$ cat src/rtl/ssd_pkg.sv
// Shared seven-segment constants. The segment driver and the capture receiver both
// import this package, so the encode and decode tables always use the same glyphs.
package ssd_pkg;

    localparam int NUM_DIGITS_DEF = 8;

    // Cathodes are active-low. Bit order is [6]=g, [5]=f, [4]=e, [3]=d, [2]=c, [1]=b, [0]=a.
    localparam logic [6:0] SEG_0     = 7'b1000000;
    localparam logic [6:0] SEG_1     = 7'b1111001;
    localparam logic [6:0] SEG_2     = 7'b0100100;
    localparam logic [6:0] SEG_3     = 7'b0110000;
    localparam logic [6:0] SEG_4     = 7'b0011001;
    localparam logic [6:0] SEG_5     = 7'b0010010;
    localparam logic [6:0] SEG_6     = 7'b0000010;
    localparam logic [6:0] SEG_7     = 7'b1111000;
    localparam logic [6:0] SEG_8     = 7'b0000000;
    localparam logic [6:0] SEG_9     = 7'b0011000;
    localparam logic [6:0] SEG_A     = 7'b0001000;
    localparam logic [6:0] SEG_B     = 7'b0000011;
    localparam logic [6:0] SEG_C     = 7'b1000110;
    localparam logic [6:0] SEG_D     = 7'b0100001;
    localparam logic [6:0] SEG_E     = 7'b0000110;
    localparam logic [6:0] SEG_F     = 7'b0001110;
    localparam logic [6:0] SEG_BLANK = 7'h7F;

endpackage

$ cat src/rtl/ssd_seg_decode.sv
// Combinational reverse lookup: maps a cathode pattern to its hex value.
// It also reports whether the pattern is a known glyph or the all-off pattern.
module ssd_seg_decode
    import ssd_pkg::*;
(
    input  logic [6:0] cc_i,
    output logic       match_o,
    output logic       blank_o,
    output logic [3:0] value_o
);

    always_comb begin
        match_o = 1'b1;
        blank_o = 1'b0;
        value_o = 4'h0;
        case (cc_i)
            SEG_0:     value_o = 4'h0;
            SEG_1:     value_o = 4'h1;
            SEG_2:     value_o = 4'h2;
            SEG_3:     value_o = 4'h3;
            SEG_4:     value_o = 4'h4;
            SEG_5:     value_o = 4'h5;
            SEG_6:     value_o = 4'h6;
            SEG_7:     value_o = 4'h7;
            SEG_8:     value_o = 4'h8;
            SEG_9:     value_o = 4'h9;
            SEG_A:     value_o = 4'hA;
            SEG_B:     value_o = 4'hB;
            SEG_C:     value_o = 4'hC;
            SEG_D:     value_o = 4'hD;
            SEG_E:     value_o = 4'hE;
            SEG_F:     value_o = 4'hF;
            SEG_BLANK: begin
                match_o = 1'b0;
                blank_o = 1'b1;
            end
            default:   match_o = 1'b0;
        endcase
    end

endmodule

$ cat src/rtl/ssd_capture.sv
// Receiver for a multiplexed seven-segment bus. It filters the sampled lines for
// stability, then decodes each accepted pattern into a per-digit hex nibble and status flags.
module ssd_capture
    import ssd_pkg::*;
#(
    parameter int NUM_DIGITS    = NUM_DIGITS_DEF,
    parameter int STABLE_CYCLES = 4
) (
    input  logic                      ssd_capture_port_clk,
    input  logic                      ssd_capture_port_rst,
    input  logic [NUM_DIGITS-1:0]     ssd_capture_port_an,
    input  logic [6:0]                ssd_capture_port_cc,
    input  logic                      ssd_capture_port_dp,
    output logic [4*NUM_DIGITS-1:0]   ssd_capture_port_digits,
    output logic [NUM_DIGITS-1:0]     ssd_capture_port_dps,
    output logic [NUM_DIGITS-1:0]     ssd_capture_port_blank,
    output logic [NUM_DIGITS-1:0]     ssd_capture_port_err,
    output logic                      ssd_capture_port_upd,
    output logic                      ssd_capture_port_frame,
    output logic                      ssd_capture_port_multi
);

    localparam int SW = NUM_DIGITS + 8;
    localparam int CW = $clog2(STABLE_CYCLES + 1);
    localparam logic [CW-1:0] CNT_MAX = CW'(STABLE_CYCLES);

    logic [SW-1:0]           in_vec;
    logic [SW-1:0]           sample_q;
    logic [CW-1:0]           cnt_q, cnt_d;
    logic                    acc_q, acc_d;
    logic [NUM_DIGITS-1:0]   s_an, anl, sel, seen_q, seen_d, seen_or;
    logic [6:0]              s_cc;
    logic                    s_dp;
    logic                    one_hot, many;
    logic                    dec_match, dec_blank;
    logic [3:0]              dec_value;

    logic [4*NUM_DIGITS-1:0] digits_q, digits_d;
    logic [NUM_DIGITS-1:0]   dps_q, dps_d, blank_q, blank_d, err_q, err_d;
    logic                    upd_q, upd_d, frame_q, frame_d, multi_q, multi_d;

    assign in_vec = {ssd_capture_port_an, ssd_capture_port_cc, ssd_capture_port_dp};
    assign s_an   = sample_q[SW-1 -: NUM_DIGITS];
    assign s_cc   = sample_q[7:1];
    assign s_dp   = sample_q[0];

    // The accept pulse is registered, so the slot update happens one edge after the
    // counter saturates. sample_q still holds the accepted pattern on that edge.
    always_comb begin
        cnt_d = '0;
        if (in_vec == sample_q) begin
            cnt_d = (cnt_q == CNT_MAX) ? cnt_q : cnt_q + CW'(1);
        end
        acc_d = (cnt_d == CNT_MAX) && (cnt_q != CNT_MAX);
    end

    assign anl     = ~s_an;
    assign one_hot = (anl != '0) && ((anl & (anl - NUM_DIGITS'(1))) == '0);
    assign many    = (anl != '0) && !one_hot;

    ssd_seg_decode u_dec (
        .cc_i    (s_cc),
        .match_o (dec_match),
        .blank_o (dec_blank),
        .value_o (dec_value)
    );

    for (genvar gi = 0; gi < NUM_DIGITS; gi++) begin : g_sel
        assign sel[gi] = acc_q && one_hot && anl[gi];
    end

    always_comb begin
        digits_d = digits_q;
        dps_d    = dps_q;
        blank_d  = blank_q;
        err_d    = err_q;
        for (int i = 0; i < NUM_DIGITS; i++) begin
            if (sel[i]) begin
                dps_d[i]   = ~s_dp;
                blank_d[i] = dec_blank;
                err_d[i]   = !dec_match && !dec_blank;
                if (dec_match) begin
                    digits_d[4*i +: 4] = dec_value;
                end
            end
        end
        upd_d   = acc_q && one_hot;
        seen_or = seen_q | sel;
        frame_d = upd_d && (&seen_or);
        seen_d  = frame_d ? '0 : seen_or;
        multi_d = multi_q || (acc_q && many);
    end

    always_ff @(posedge ssd_capture_port_clk) begin
        if (ssd_capture_port_rst) begin
            sample_q <= '1;
            cnt_q    <= '0;
            acc_q    <= 1'b0;
            seen_q   <= '0;
            digits_q <= '0;
            dps_q    <= '0;
            blank_q  <= '1;
            err_q    <= '0;
            upd_q    <= 1'b0;
            frame_q  <= 1'b0;
            multi_q  <= 1'b0;
        end else begin
            sample_q <= in_vec;
            cnt_q    <= cnt_d;
            acc_q    <= acc_d;
            seen_q   <= seen_d;
            digits_q <= digits_d;
            dps_q    <= dps_d;
            blank_q  <= blank_d;
            err_q    <= err_d;
            upd_q    <= upd_d;
            frame_q  <= frame_d;
            multi_q  <= multi_d;
        end
    end

    assign ssd_capture_port_digits = digits_q;
    assign ssd_capture_port_dps    = dps_q;
    assign ssd_capture_port_blank  = blank_q;
    assign ssd_capture_port_err    = err_q;
    assign ssd_capture_port_upd    = upd_q;
    assign ssd_capture_port_frame  = frame_q;
    assign ssd_capture_port_multi  = multi_q;

endmodule

$ cat config.mk
export PLATFORM = sky130hd
export DESIGN_NAME = ssd_capture
export DESIGN_NICKNAME = d
export VERILOG_FILES = /design/src/rtl/ssd_pkg.sv /design/src/rtl/ssd_seg_decode.sv /design/src/rtl/ssd_capture.sv
export SDC_FILE = /design/constraint.sdc
export NUM_CORES = 1
export LEC_CHECK = 0
export BUFFER_PORTS_ARGS = -buffer_cell sky130_fd_sc_hd__clkbuf_2
export CAP_MARGIN = 20
export CORE_MARGIN = 2
export CORE_UTILIZATION = 56
export CTS_CLUSTER_SIZE = 10
export DETAILED_ROUTE_END_ITERATION = 6
export PLACE_DENSITY = 0.79
export SETUP_SLACK_MARGIN = 0.5
export SYNTH_ARGS = -nofsm -noshare
export SYNTH_HDL_FRONTEND = slang
export SYNTH_SLANG_ARGS = --single-unit
$ cat constraint.sdc
create_clock -name ssd_capture_port_clk -period 3.32 [get_ports ssd_capture_port_clk]
set_clock_uncertainty 0.1 [all_clocks]
set_input_delay 0.83 -clock ssd_capture_port_clk [delete_from_list [all_inputs] [get_ports ssd_capture_port_clk]]
set_output_delay 0.83 -clock ssd_capture_port_clk [all_outputs]
set_load 0.1 [all_outputs]
==> flow_summary.ini <==
[status]
status = finished clean

[yosys]
yosysMostFrequentCell = dfxtp_1
synth_cell_types = 61
synth_area_um2 = 3920
yosys_warnings = 0
synthTopCellsByCount = dfxtp_1 (87), nor2_1 (39), o21ai_0 (27)
syn_avg_cell_area_um2 = 8.98
synth_edf_count = 0
ys_seq_area_share_pct = 44.5
ys_ff_latch = 87
postSynthCellCount = 436
yosys.area.top_type_share_pct = 44.5
synthArstFlopShare_pct = 0
synth_flop_cell = dfxtp_1
synth_nets = 456
synth_area_leaders = dfxtp_1 (44%), nor2_1 (3.7%), o21ai_0 (3.5%)
synth_top_area_cell = dfxtp_1

[clock_tree]
post_cts_resized = 0
cts.clk_slew.worst_paths_ns = 0.09
insertion_delay_ns = 0.35
cts-root-buf = clkbuf_8
cts_buffers = 9
cts_buffer_depth = 2
ctsHoldBuffers = 0
cts_setup_buffers = 0
clkSinkCount = 87
cts.htree.levels = 3
cts_tree = yes

[global_routing]
grt_pass1_wl_mm = 15.2
grt_use_total_pct = 25.4
grt_max_degree = 45
grt.overflow.total = 0
grt_pass1_vias = 3235
antenna_found_initial = 0

[floorplan]
die_y_um = 87.6
rows = 30
fp.dieArea_um2 = 7680
ios = 77
die_w_um = 87.6
initial_core_util_pct = 57.6
design.core.area_um2 = 6790

[critical_path]
critPathCapture = ssd_capture_port_digits[7]
reg2reg_slack_ns = 0.73
crit_required_ns = 3.50
reg2reg_to = ssd_capture_port_digits[7]
end_kind = register
startpoint_type = register
path_class = register to register
r2r_cells = 6
r2r-start = sample_q[6]
critical_path_peak_fanout = 15
cp-startpoint = sample_q[6]
worstPathArrival_ns = 2.77

[sta]
period_minus_slack_ns = 2.59
rsz0062_at_grt = false
drv_slew = 0
setup_viol = 0
holdWs_ns = 0.364
period_share_pct = 77.9
setup_tns_ns = 0
clock.fmax_mhz = 387
relSlewSlack_pct = 44.0
worstMarginPinSlew_ns = 0.834
final-hold-violation-count = 0

[route]
routedWlPerCell_um = 15.7
vias = 3448
postRouteWirelength_mm = 9.34
ant_nets = 0
viasPerCell = 5.78
drt_iter0_markers = 179
drc = 0
first_pass_iters = 6

[power_and_ir_drop]
p_seq_share_pct = 54.5
p_leak_uw = 0.00173
switching_power_uw = 487
p_int_uw = 1510
switching_share_pct = 24.4
clkPwrFrac_pct = 39.2
cellPowerDensity_nw_per_um2 = 442
power_frac_comb_pct = 6.4
max-vdd-ir-drop_v = 0.000300

[final_layout]
final_nets = 516
syn_to_final_growth_pct = 15.3
drive_gt1_share_pct = 24.8
diodes = 0

[min_path]
hold_class = register to register

[place]
place_congestion = 0.911
place_hpwl_mm = 6.58
io_buffers = 76

[run]
maxCapViolCount = 0
cells in the final DEF, fill, tap and decap left out, types with 2 or more instances in the layout:
cell type	instances
a22oi_1	4
xnor2_1	6
ha_1	2
buf_4	6
mux2i_1	10
inv_6	2
o21ai_0	27
a21oi_1	15
or2_2	18
a2bb2oi_1	3
a211oi_1	15
o21ai_1	2
clkinvlp_4	2
nand4_1	5
nand3b_1	12
o21a_1	4
nor3b_1	2
a211o_1	8
and3_1	3
inv_1	9
a31oi_1	3
xor2_1	13
nor4_1	4
nor3_1	15
or3_1	9
dfxtp_1	87
nand2_1	23
clkbuf_8	11
nand3_1	4
o31ai_1	4
o21bai_1	2
a21boi_0	5
nor2b_1	10
nand2b_1	15
clkbuf_2	76
nor2_1	39
registers in the layout (all words and copies together), names as in the netlist:
signal / cells
ssd_capture_port_err: 8
ssd_capture_port_dps: 8
acc_q: 1
ssd_capture_port_blank: 8
sample_q: 16
ssd_capture_port_frame: 1
ssd_capture_port_multi: 1
cnt_q: 3
seen_q: 8
ssd_capture_port_upd: 1
ssd_capture_port_digits: 32
cells by family after synthesis:
logic type                 after synthesis  share of synthesized area (%)
muxes                                   11                           2.91
xor gates and xnor gates                19                           4.25
adders and majority gates                3                          0.895
DFF                                     87                           44.5
AOI/OAI and AO/OA                      106                           18.7
and+or+nand+nor                        168                           23.8
buffers and inverters                   42                           4.95
critical path: stages, from the launching register on:
cell     delay [ns]
dfxtp_1        0.62
xnor2_1        0.20
o32ai_1        0.14
a221o_1        0.46
or3_1          0.58
nand2_1        0.22
mux2i_1        0.20
metrics by stage:
step           util [%]  instances  total power (uW)  instance area, um2  setup WS, ns
2_1_floorplan         -        436              1200                3920          1.14
3_3_place_gp       63.3        581              1230                4300         0.807
3_5_place_dp       63.3        581              1240                4300         0.775
4_1_cts            66.4        597              2010                4510         0.754
5_1_grt            66.4        597              2060                4510         0.577
6_report           66.4        597              1990                4510         0.735
power groups by stage:
stage | Combinational [uW] | Clock (uW) | Sequential [uW]
final | 127 | 781 | 1090
after global routing | 140 | 833 | 1090
after CTS | 127 | 794 | 1090
after detailed placement | 125 | 0 | 1110
after global placement | 123 | 0 | 1110
after floorplan | 123 | 0 | 1080
worst min path at each step:
stage / from / to / cells after the start
2_1_floorplan: seen_q[3] / seen_q[3] / 2
3_3_place_gp: ssd_capture_port_digits[18] / ssd_capture_port_digits[18] / 2
3_5_place_dp: ssd_capture_port_digits[22] / ssd_capture_port_digits[22] / 2
4_1_cts: ssd_capture_port_digits[22] / ssd_capture_port_digits[22] / 2
5_1_grt: seen_q[4] / seen_q[4] / 2
6_report: ssd_capture_port_digits[22] / ssd_capture_port_digits[22] / 2
routing by layer:
layer	up-vias	GRT usage (%)	wire (um)
met4	0	12.7	224
met2	112	42.1	4530
met5	-	0	0
li1	1667	-	-
met3	23	5.00	603
met1	1646	31.6	3980
layout make-up:
type / instances / area (um2)
flip-flops and latches: 87 / 1740
fillers: 551 / 2280
repair buffers: 82 / 425
well taps: 96 / 120
clock inverters: 5 / 62.6
multi-input cells: 307 / 1980
clock buffers: 11 / 151
inverters: 9 / 33.8
Power figures use the tool's default switching activity.
